### src/rtl/pipelined_mult_hs_if.sv
// Operand/result handshake bundle for pipelined_mult_hs.
// Tag signals exist only when PMULT_TAG_EN is defined.
interface pipelined_mult_hs_if #(
  parameter int unsigned WIDTH = 8,
  parameter int unsigned TAG_W = 4
);

  logic                 in_valid;
  logic                 in_ready;
  logic [WIDTH-1:0]     a;
  logic [WIDTH-1:0]     b;
  logic                 sgn;
  logic                 out_valid;
  logic                 out_ready;
  logic [2*WIDTH-1:0]   pdt;
`ifdef PMULT_TAG_EN
  logic [TAG_W-1:0]     in_tag;
  logic [TAG_W-1:0]     out_tag;
`endif

  if (WIDTH < 2) begin : g_bad_width
    $error("pipelined_mult_hs_if: WIDTH must be at least 2");
  end
  if (TAG_W < 1) begin : g_bad_tag
    $error("pipelined_mult_hs_if: TAG_W must be at least 1");
  end

`ifdef PMULT_TAG_EN
  modport master (
    output in_valid, a, b, sgn, in_tag, out_ready,
    input  in_ready, out_valid, pdt, out_tag
  );
  modport slave (
    input  in_valid, a, b, sgn, in_tag, out_ready,
    output in_ready, out_valid, pdt, out_tag
  );
`else
  modport master (
    output in_valid, a, b, sgn, out_ready,
    input  in_ready, out_valid, pdt
  );
  modport slave (
    input  in_valid, a, b, sgn, out_ready,
    output in_ready, out_valid, pdt
  );
`endif

endinterface

### src/rtl/pipelined_mult_hs.sv
// Handshaked WIDTH x WIDTH multiplier: operand register plus STAGES product registers.
// Optional beat tagging is enabled with the PMULT_TAG_EN macro.
module pipelined_mult_hs #(
  parameter int unsigned WIDTH  = 8,
  parameter int unsigned STAGES = 4,
  parameter int unsigned TAG_W  = 4
) (
  input  logic                          clk,
  input  logic                          rst_n,
  pipelined_mult_hs_if.slave            bus,
  output logic [$clog2(STAGES+2)-1:0]   busy_cnt
);

  localparam int unsigned PW = 2 * WIDTH;
  localparam int unsigned CW = $clog2(STAGES + 2);

  if (WIDTH < 2) begin : g_bad_width
    $error("pipelined_mult_hs: WIDTH must be at least 2");
  end
  if (STAGES < 1) begin : g_bad_stages
    $error("pipelined_mult_hs: STAGES must be at least 1");
  end
  if (TAG_W < 1) begin : g_bad_tag
    $error("pipelined_mult_hs: TAG_W must be at least 1");
  end

  logic              stall;
  logic              accept;
  logic              retire;
  logic              out_v;

  logic              op_v;
  logic [WIDTH-1:0]  op_a;
  logic [WIDTH-1:0]  op_b;
  logic              op_sgn;

  logic [STAGES-1:0] pv;
  logic [PW-1:0]     pd [STAGES];

  logic [PW-1:0]     ext_a;
  logic [PW-1:0]     ext_b;
  logic [PW-1:0]     mult;

  // A full stall freezes every register, bubbles included.
  assign out_v        = pv[STAGES-1];
  assign stall        = out_v & ~bus.out_ready;
  assign accept       = bus.in_valid & ~stall;
  assign retire       = out_v & bus.out_ready;

  assign bus.in_ready  = ~stall;
  assign bus.out_valid = out_v;
  assign bus.pdt       = pd[STAGES-1];

  // The low 2*WIDTH bits of the extended product are exact for both modes.
  always_comb begin
    ext_a = op_sgn ? {{WIDTH{op_a[WIDTH-1]}}, op_a} : {{WIDTH{1'b0}}, op_a};
    ext_b = op_sgn ? {{WIDTH{op_b[WIDTH-1]}}, op_b} : {{WIDTH{1'b0}}, op_b};
    mult  = ext_a * ext_b;
  end

  always_ff @(posedge clk or negedge rst_n) begin
    if (!rst_n) begin
      op_v   <= 1'b0;
      op_a   <= '0;
      op_b   <= '0;
      op_sgn <= 1'b0;
    end else if (!stall) begin
      op_v   <= bus.in_valid;
      op_a   <= bus.a;
      op_b   <= bus.b;
      op_sgn <= bus.sgn;
    end
  end

  always_ff @(posedge clk or negedge rst_n) begin
    if (!rst_n) begin
      pv <= '0;
      for (int unsigned i = 0; i < STAGES; i++) begin
        pd[i] <= '0;
      end
    end else if (!stall) begin
      pv[0] <= op_v;
      pd[0] <= mult;
      for (int unsigned i = 1; i < STAGES; i++) begin
        pv[i] <= pv[i-1];
        pd[i] <= pd[i-1];
      end
    end
  end

  always_ff @(posedge clk or negedge rst_n) begin
    if (!rst_n) begin
      busy_cnt <= '0;
    end else begin
      case ({accept, retire})
        2'b10:   busy_cnt <= busy_cnt + CW'(1);
        2'b01:   busy_cnt <= busy_cnt - CW'(1);
        default: busy_cnt <= busy_cnt;
      endcase
    end
  end

`ifdef PMULT_TAG_EN
  logic [TAG_W-1:0] op_tag;
  logic [TAG_W-1:0] pt [STAGES];

  always_ff @(posedge clk or negedge rst_n) begin
    if (!rst_n) begin
      op_tag <= '0;
      for (int unsigned i = 0; i < STAGES; i++) begin
        pt[i] <= '0;
      end
    end else if (!stall) begin
      op_tag <= bus.in_tag;
      pt[0]  <= op_tag;
      for (int unsigned i = 1; i < STAGES; i++) begin
        pt[i] <= pt[i-1];
      end
    end
  end

  assign bus.out_tag = pt[STAGES-1];
`endif

endmodule

### src/flat_wrapper.sv
// flat-port wrapper written by rule: the top's interface ports become plain ports
module pipelined_mult_hs_flat 
#(
  parameter int unsigned WIDTH  = 8,
  parameter int unsigned STAGES = 4,
  parameter int unsigned TAG_W  = 4
)
  (clk, rst_n, busy_cnt, bus_in_valid, bus_a, bus_b, bus_sgn, bus_out_ready, bus_in_ready, bus_out_valid, bus_pdt);
  pipelined_mult_hs_if #(.WIDTH(WIDTH), .TAG_W(TAG_W)) bus_i ();
  input  logic clk;
  input  logic rst_n;
  output logic [$clog2(STAGES+2)-1:0] busy_cnt;
  input wire logic [$bits(bus_i.in_valid)-1:0] bus_in_valid;
  input wire logic [$bits(bus_i.a)-1:0] bus_a;
  input wire logic [$bits(bus_i.b)-1:0] bus_b;
  input wire logic [$bits(bus_i.sgn)-1:0] bus_sgn;
  input wire logic [$bits(bus_i.out_ready)-1:0] bus_out_ready;
  output wire logic [$bits(bus_i.in_ready)-1:0] bus_in_ready;
  output wire logic [$bits(bus_i.out_valid)-1:0] bus_out_valid;
  output wire logic [$bits(bus_i.pdt)-1:0] bus_pdt;
  assign bus_i.in_valid = bus_in_valid;
  assign bus_i.a = bus_a;
  assign bus_i.b = bus_b;
  assign bus_i.sgn = bus_sgn;
  assign bus_i.out_ready = bus_out_ready;
  assign bus_in_ready = bus_i.in_ready;
  assign bus_out_valid = bus_i.out_valid;
  assign bus_pdt = bus_i.pdt;
  pipelined_mult_hs #(.WIDTH(WIDTH), .STAGES(STAGES), .TAG_W(TAG_W)) u_core (.clk(clk), .rst_n(rst_n), .bus(bus_i), .busy_cnt(busy_cnt));
endmodule
### config.mk
export PLATFORM = sky130hd
export DESIGN_NAME = pipelined_mult_hs_flat
export DESIGN_NICKNAME = d
export VERILOG_FILES = /design/src/rtl/pipelined_mult_hs_if.sv /design/src/rtl/pipelined_mult_hs.sv /design/src/flat_wrapper.sv
export SDC_FILE = /design/constraint.sdc
export NUM_CORES = 1
export LEC_CHECK = 0
export BUFFER_PORTS_ARGS = -buffer_cell sky130_fd_sc_hd__buf_2
export CORE_MARGIN = 5
export CORE_UTILIZATION = 57
export CTS_CLUSTER_SIZE = 20
export DETAILED_ROUTE_END_ITERATION = 8
export GPL_TIMING_DRIVEN = 0
export PLACE_DENSITY_LB_ADDON = 0.3
export SETUP_SLACK_MARGIN = 0.05
export SLEW_MARGIN = 20
export SYNTH_ARGS = -nofsm -noshare
export SYNTH_HDL_FRONTEND = slang
export SYNTH_SLANG_ARGS = --single-unit
### constraint.sdc
create_clock -name clk -period 5.42 [get_ports clk]
set_clock_uncertainty 0.05 [all_clocks]
set_input_delay 1.084 -clock clk [delete_from_list [all_inputs] [get_ports clk]]
set_output_delay 1.084 -clock clk [all_outputs]
set_load 0.01 [all_outputs]
Word-level counts from Yosys, hierarchy flattened
Index checks and enable logic that the tools add are counted.
Operators by class
  bitwise logic cells: 5
  reduce and logical (&&, ||, !) cells: 1
  add/subtract/negate cells: 2
  equality and inequality tests: 2
  multiplexer cells: 3
  multipliers: 1
Operators by type and width (number)
  two-way mux 16 bit: 2
  multiplier 16 x 16 -> 16 bit: 1
  case mux 3 bit (2 select lines): 1
  adder 3 x 1 -> 3 bit (second input constant): 1
  bitwise AND 1 bit: 3
  subtractor 3 x 1 -> 3 bit (second input constant): 1
  == test 2 x 1 -> 1 bit (second input constant): 1
  == test 2 bit (second input constant): 1
  NOT 1 bit: 2
  nonzero test 2 bit: 1
Storage, ports and cells
  bits in registers: 89
  input bits: 21
  logic and storage cells: 24

Logic depth before layout (Yosys ltp)
Gate-level depths: netlist of the first run.
  depth in word-level cells: 6
  gate-level depth with buffers: 23

Worst setup path after synthesis of the first run
Ideal clock, no wire load.
  path kind: reg2reg
  from: register u_core.op_sgn
  to: register u_core.pd[63] (netlist bit)
  path slack: -161 ps
  data required time: 5301 ps
  period minus slack after synthesis: 5581 ps
  setup time: 69 ps
  stages on the path, launching flop included: 24
  data arrival time: 5462 ps
  cells stage by stage: dfrtp_1 clkbuf_1 nand2_1 xnor2_1 and3_1 ha_1 inv_1 fa_1 inv_1 fa_1 inv_1 fa_1 inv_1 fa_1 inv_1 fa_1 inv_1 ha_1 or3_1 a21oi_1 o21ai_0 a2111oi_0 o211ai_1 nand3_1
Between the ends
  longest elaborated chain between the ends: 2
  elaborated cells on any way between the ends: 3
RTL lines
  from (decl): RTL line pipelined_mult_hs.sv:35  | logic op_sgn;
  from (signal assigned): RTL line pipelined_mult_hs.sv:71  | op_sgn <= bus.sgn;
  two-way mux 16 bit, on equally long branches: RTL line pipelined_mult_hs.sv:56, pipelined_mult_hs.sv:57
  multiplier 16 x 16 -> 16 bit *: RTL line pipelined_mult_hs.sv:58  | mult = ext_a * ext_b;
  to (signal, indexed assignment): RTL line pipelined_mult_hs.sv:86  | pd[i] <= pd[i-1];
  to (decl): RTL line pipelined_mult_hs.sv:38  | logic [PW-1:0] pd [STAGES];
Every way passes the cells marked *; elsewhere a longest branch is shown, timed or not.
A chain may end at the register's enable or synchronous reset.

Worst setup path in the final report of the first run
  from: register u_core.op_a[5]
  to: register u_core.pd[63] (netlist bit)
Between the ends
  longest elaborated chain between the ends: 2
RTL lines
  from (decl): RTL line pipelined_mult_hs.sv:33  | logic [WIDTH-1:0] op_a;
  from (signal assigned): RTL line pipelined_mult_hs.sv:69  | op_a <= bus.a;
  two-way mux 16 bit: RTL line pipelined_mult_hs.sv:56  | ext_a = op_sgn ? {{WIDTH{op_a[WIDTH-1]}}, op_a} : {{WIDTH{1'b0}}, op_a};
  multiplier 16 x 16 -> 16 bit: RTL line pipelined_mult_hs.sv:58
No other way between the ends.

==> flow_metrics.py, run 1 <==
metrics = {
    "floorplanning": {
        "start_util_pct": 57.8,
        "ios": 42,
        "die_area_um2": 15000,
        "die_h_um": 123,
        "fp.dieW_um": 123,
        "core_area_um2": 12500,
        "row_count": 41,
    },
    "worst_hold_path": {
        "holdPathStages": 1,
        "min_path_type": "flop to flop",
    },
    "finish": {
        "final_cells": 1066,
        "area_growth_pct": 17.7,
        "layout-drive-gt1-share_pct": 18.3,
        "post-route-util_pct": 68.0,
        "nNetsFinal": 1035,
        "nFillCells": 977,
        "antenna_cells": 0,
    },
    "global_routing": {
        "first_global_vias": 5457,
        "grt_max_degree": 46,
        "grt_usage_pct": 22.5,
        "grt_overflow": 0,
        "grt_pass1_wl_um": 26600,
        "antenna_found_initial": 1,
    },
    "worst_setup_path": {
        "cp_cell_sequence": "buf_8 -> and2_4 -> fa_1 -> inv_1 -> fa_1 -> inv_2 -> fa_1 -> inv_1 -> fa_1 -> inv_2 -> fa_1 -> inv_2 -> fa_1 -> inv_2 -> ha_4 -> or3_4 -> a21oi_4 -> o21ai_4 -> a2111oi_4 -> o211ai_1 -> nand3_1",
        "cp.depth": 21,
        "cpLargestDelayFamily": "adder cells",
        "cp.required_ps": 5650,
        "path_max_fanout": 3,
        "cpMaxStageDelayCell": "fa_1",
        "end_kind": "flop",
        "crit_type": "flop to flop",
        "max_stage_delay_ps": 550,
        "cp-start-kind": "flop",
        "cpMostUsedCell": "fa_1",
        "reg2regPathDepth": 21,
        "arrival_ps": 5770,
        "worst-path-buf-inv": 7,
    },
    "clock_network": {
        "worstSkewPairLatency_ps": 350,
        "cts_buffers": 9,
        "cts_buffer_depth": 2,
        "cts_root_buf": "clkbuf_16",
        "cts_tree": "built",
        "numClockSinks": 89,
        "cts_hold_buf": 0,
        "clkTransAtPathRegs_ps": 80,
        "htreeDepth": 3,
    },
    "routing": {
        "ant_nets": 0,
        "wl_um": 16300,
        "vias_per_cell": 5.19,
        "drt-wirelength-per-cell_um": 15.3,
        "vias": 5531,
        "drc": 0,
        "drtIter0Drc": 504,
        "firstDrtPassIters": 5,
    },
    "sta": {
        "setup_viol": 1,
        "slew_headroom_pct": 59.9,
        "drv_slew": 0,
        "finalCritPeriodShare_pct": 102,
        "clock.fmax_ghz": 0.181,
        "fin_crit_ps": 5540,
        "worst_pin_slew_ps": 601,
        "fin_hold_ws_ps": 409,
        "rsz0062_at_grt": "true",
        "finalHoldViolCount": 0,
        "setup_slack_ps": -119,
    },
    "synthesis": {
        "synth_area_um2": 7240,
        "seq_area_frac_synth_pct": 30.8,
        "ys.flop_type": "dfrtp_1",
        "synthesis.nets": 964,
        "synth_cell_type_count": 43,
        "syn_inst": 818,
        "synth_common_cells": "245 x nand2_1, 115 x inv_1, 89 x dfrtp_1, 69 x fa_1, 59 x and2_1",
        "synth_warnings": 0,
        "ys_seq_elements": 89,
        "synthTopCellsByArea": "dfrtp_1 31%, fa_1 19%, nand2_1 13%, ha_1 9.7%, inv_1 6.0%",
        "synth_edf_count": 0,
        "synth_async_sr_flop_share_pct": 100,
        "synth.avg_cell_area_um2": 8.85,
        "synth.most_common_cell": "nand2_1",
        "synth_area_leader_cell": "dfrtp_1",
        "yosys.area.top_type_share_pct": 30.8,
    },
    "status": {
        "violations": "negative setup slack",
        "status": "finished, violations left",
    },
    "placement": {
        "port-buffer-count": 41,
        "place_inst": 1032,
        "dp_hpwl_um": 11600,
        "place_ws_ps": -640,
        "place.gp.congestion": 0.848,
    },
    "flow_run": {
        "cap_violations": 0,
    },
}
-- cell families after synthesis --
logic type      Yosys count  share of synthesized area, %
fa+ha+maj               125                          28.8
simple gates            344                          20.9
flops                    89                          30.8
mux                       2                         0.277
compound gates           61                          5.52
buf+inv                 166                          9.46
xor+xnor                 31                          4.34
-- worst paths after layout --
kind                                      from        endpoint  slack [ps]
worst max-delay path            u_core.op_a[5]   u_core.pd[63]        -120
worst max register to register  u_core.op_a[5]   u_core.pd[63]        -120
max in group asynchronous                rst_n  u_core.op_b[4]        3980
min in group asynchronous                rst_n  u_core.op_a[7]         690
worst min-delay path              u_core.pv[2]    u_core.pv[3]         410
worst min register to register    u_core.pv[2]    u_core.pv[3]         410
-- repair_timing --
| action | in CTS | in global routing |
|---|---|---|
| pin swaps | 16 | 19 |
| setup buffers | 16 | 4 |
| setup endpoints to repair | 6 | 5 |
| resized for setup | 49 | 49 |
| endpoints found under the hold margin | 0 | 0 |
| cloned | 0 | 0 |
-- layer usage --
layer / up-vias / global-route usage [%] / share of wire [%]
met5: - / 0 / 0.080
met4: 2 / 5.88 / 2.0
met3: 38 / 4.47 / 6.3
met2: 153 / 36.3 / 47
met1: 2708 / 31.4 / 45
li1: 2630 / - / -
-- per-stage QoR --
stage	TNS (ps)	area, µm²
4_1_cts	-124	8290
5_1_grt	-538	8510
2_1_floorplan	0	7280
6_report	-119	8510
3_5_place_dp	-2110	7730
3_3_place_gp	-1560	7700
-- cells in the final DEF, fill, tap and decap left out, types with 10 or more instances in the layout --
master and instances:
a21oi_1 13, and2_1 56, buf_2 43, buf_4 33, clkbuf_1 19, dfrtp_1 84, fa_1 69, ha_1 48
inv_1 104, inv_2 12, nand2_1 244, nor2_1 11, o21ai_0 10, xnor2_1 15, xor2_1 11
-- sequential cells by signal, indices dropped and copies added, names as in the netlist --
signal           count
u_core.pd           48
u_core.op_a          8
u_core.op_v          1
u_core.op_b          8
u_core.op_sgn        1
u_core.bus.pdt      16
u_core.pv            4
u_core.busy_cnt      3
-- final cells by class --
cell class / instances / area, µm² / share of cell area [%]
tap: 172 / 215 / 2.53
multi-input combinational: 563 / 4610 / 54.1
timing repair buffer: 62 / 400 / 4.70
clock buffer: 10 / 229 / 2.69
buffer: 48 / 322 / 3.78
inverter: 116 / 435 / 5.11
clock inverter: 6 / 72.6 / 0.852
sequential: 89 / 2230 / 26.2
Power of run 1 is not shown: default switching activity piles up to over one toggle a cycle in this logic, so the estimate is an artifact.
==> run 2, diff against run 1 <==
--- a/config.mk
+++ b/config.mk
@@ -11,8 +11,9 @@
 export CTS_CLUSTER_SIZE = 20
 export DETAILED_ROUTE_END_ITERATION = 8
 export GPL_TIMING_DRIVEN = 0
+export MAX_ROUTING_LAYER = met4
 export PLACE_DENSITY_LB_ADDON = 0.3
-export SETUP_SLACK_MARGIN = 0.05
+export SETUP_SLACK_MARGIN = 0.15
 export SLEW_MARGIN = 20
 export SYNTH_ARGS = -nofsm -noshare
 export SYNTH_HDL_FRONTEND = slang
==> run 2 against run 1 <==
  * The run still ends with negative setup slack left
  * Clock-buffer cell count stayed put
  * Hold slack better by 1.6 ps
  * Flip-flop and latch count stayed put
  * Routed wire length is 2.8% lower
  * Via count is 1.4% lower
  * Sequential share of layout area is 0.14 points higher
  * Worst setup slack worse by 38 ps
  * Design area is 0.71% lower
  * Core utilization is 0.48 points lower
  * Die area stayed put
==> flow_metrics.py, run 2 (same netlist as run 1, synthesis figures left out) <==
metrics = {
    "finish": {
        "regArea_um2": 2230,
        "mostFrequentLayoutCell": "nand2_1",
        "layout-drive-gt1-share_pct": 17.6,
        "final_cell_mix": "243 x nand2_1, 105 x inv_1, 87 x dfrtp_1",
        "largest_register_ffs": 48,
        "largest-register": "u_core.pd",
        "nNetsFinal": 1034,
        "multiInputGateArea_um2": 4570,
        "nFillCells": 1008,
        "area_growth_pct": 16.8,
        "post-route-util_pct": 67.5,
        "postLayoutCellArea_um2": 8450,
        "final_cells": 1066,
    },
    "worst_setup_path": {
        "reg2reg_slack_ps": -160,
        "path_max_fanout": 5,
        "max_stage_delay_ps": 570,
        "crit_type": "flop to flop",
        "cpLargestDelayFamily": "adder cells",
        "reg2regPathDepth": 21,
        "end_kind": "flop",
        "cp-start-kind": "flop",
        "cpMaxStageDelayCell": "fa_1",
        "cp_cell_sequence": "buf_8 -> and2_4 -> nand2_4 -> inv_2 -> fa_1 -> inv_2 -> fa_1 -> inv_2 -> fa_1 -> fa_2 -> fa_1 -> inv_2 -> fa_1 -> inv_2 -> ha_4 -> or3_4 -> a21oi_2 -> o21ai_2 -> a2111oi_4 -> o211ai_1 -> nand3_1",
        "cp.required_ps": 5660,
        "reg2reg_to": "u_core.pd[63]",
        "worst-path-buf-inv": 6,
        "r2r-start": "u_core.op_sgn",
        "arrival_ps": 5820,
    },
    "sta": {
        "setup_viol": 1,
        "worst_pin_slew_ps": 584,
        "fin_crit_ps": 5580,
        "rsz0062_at_grt": "true",
        "clock.fmax_ghz": 0.179,
        "finalHoldViolCount": 0,
        "setup_slack_ps": -156,
        "slew_headroom_pct": 61.0,
        "finalCritPeriodShare_pct": 103,
        "drv_slew": 0,
        "tns_ps": -156,
    },
    "flow_run": {
        "cap_violations": 0,
    },
    "floorplanning": {
        "core_area_um2": 12500,
        "start_util_pct": 57.8,
        "ios": 42,
        "fp.dieW_um": 123,
        "row_count": 41,
        "die_area_um2": 15000,
        "die_h_um": 123,
    },
    "routing": {
        "wl_um": 15900,
        "drtIter0Drc": 414,
        "vias": 5451,
        "ant_nets": 0,
        "drt-wirelength-per-cell_um": 14.9,
        "firstDrtPassIters": 5,
        "vias_per_cell": 5.11,
        "drc": 0,
    },
    "worst_hold_path": {
        "holdPathStages": 1,
        "whs_endpoint": "u_core.pv[3]",
        "hp-start": "u_core.pv[2]",
        "min_path_type": "flop to flop",
    },
    "global_routing": {
        "first_global_vias": 5304,
        "grt_usage_pct": 23.0,
        "grt_overflow": 0,
        "grt_max_degree": 46,
        "antenna_found_initial": 1,
        "grt_pass1_wl_um": 26100,
    },
    "clock_network": {
        "cts_tree": "built",
        "clkTransAtPathRegs_ps": 70,
        "htreeDepth": 3,
        "cts_root_buf": "clkbuf_16",
        "cts_buffer_depth": 2,
        "cts_buffers": 9,
        "numClockSinks": 89,
        "worstSkewPairLatency_ps": 350,
    },
    "status": {
        "status": "finished, violations left",
        "violations": "negative setup slack",
    },
    "placement": {
        "place_inst": 1032,
        "dp_hpwl_um": 11700,
        "placed_area_um2": 7790,
        "port-buffer-count": 41,
        "place.gp.congestion": 0.858,
    },
}
## run 2: changes by cell type in the layout (fill, tap and decap cells not counted), moves of 2 or more
cell      change
clkbuf_8      -2
xnor2_2       -2
buf_4         +2
clkbuf_4      -3
dfrtp_2       -3
xnor2_1       +2
a21oi_2       +2
dfrtp_1       +3
## run 2: repair_timing
item / CTS / global route
setup buffers: 9 / 8
endpoints found under the setup margin: 6 / 6
pin swaps: 5 / 27
hold endpoints to repair: 0 / 0
hold buffers: 0 / 0
resized for setup: 31 / 46
## run 2: worst max-delay path by stage
| stage | from | end | slack [ps] | cells after the start |
|---|---|---|---|---|
| 2_1_floorplan | u_core.op_sgn | u_core.pd[62] | 130 | 20 |
| 3_3_place_gp | u_core.op_a[1] | u_core.pd[63] | -390 | 19 |
| 3_5_place_dp | u_core.op_a[1] | u_core.pd[63] | -460 | 19 |
| 4_1_cts | u_core.op_a[6] | u_core.pd[63] | -150 | 21 |
| 5_1_grt | u_core.op_sgn | u_core.pd[63] | -310 | 21 |
| 6_report | u_core.op_sgn | u_core.pd[63] | -160 | 21 |
## run 2: area by class of cell
type,instances,share of cell area (%)
multi-input cells,563,54.0
flip-flops and latches,89,26.4
inverters,116,5.15
repair buffers,59,4.38
plain buffers,50,3.91
clock buffers,10,2.71
well taps,172,2.55
clock inverters,6,0.858
diodes,1,0.0296
## run 2: metal layers
| layer | part of all wire, % | vias to the layer above | global-route usage (%) | wire, µm |
|---|---|---|---|---|
| met5 | 0 | - | - | 0 |
| met4 | 1.4 | 0 | 7.14 | 222 |
| met3 | 5.8 | 23 | 4.19 | 928 |
| met2 | 47 | 155 | 35.3 | 7540 |
| met1 | 45 | 2643 | 31.3 | 7180 |
| li1 | - | 2630 | - | - |
## run 2: stage by stage
| step | worst slack [ps] | hold WS (ps) |
|---|---|---|
| final | -156 | 411 |
| after global routing | -312 | 435 |
| after CTS | -151 | 412 |
| after detailed placement | -463 | 397 |
| after global placement | -386 | 390 |
| after floorplan | 133 | 380 |
Power of run 2 is left out for the same reason.
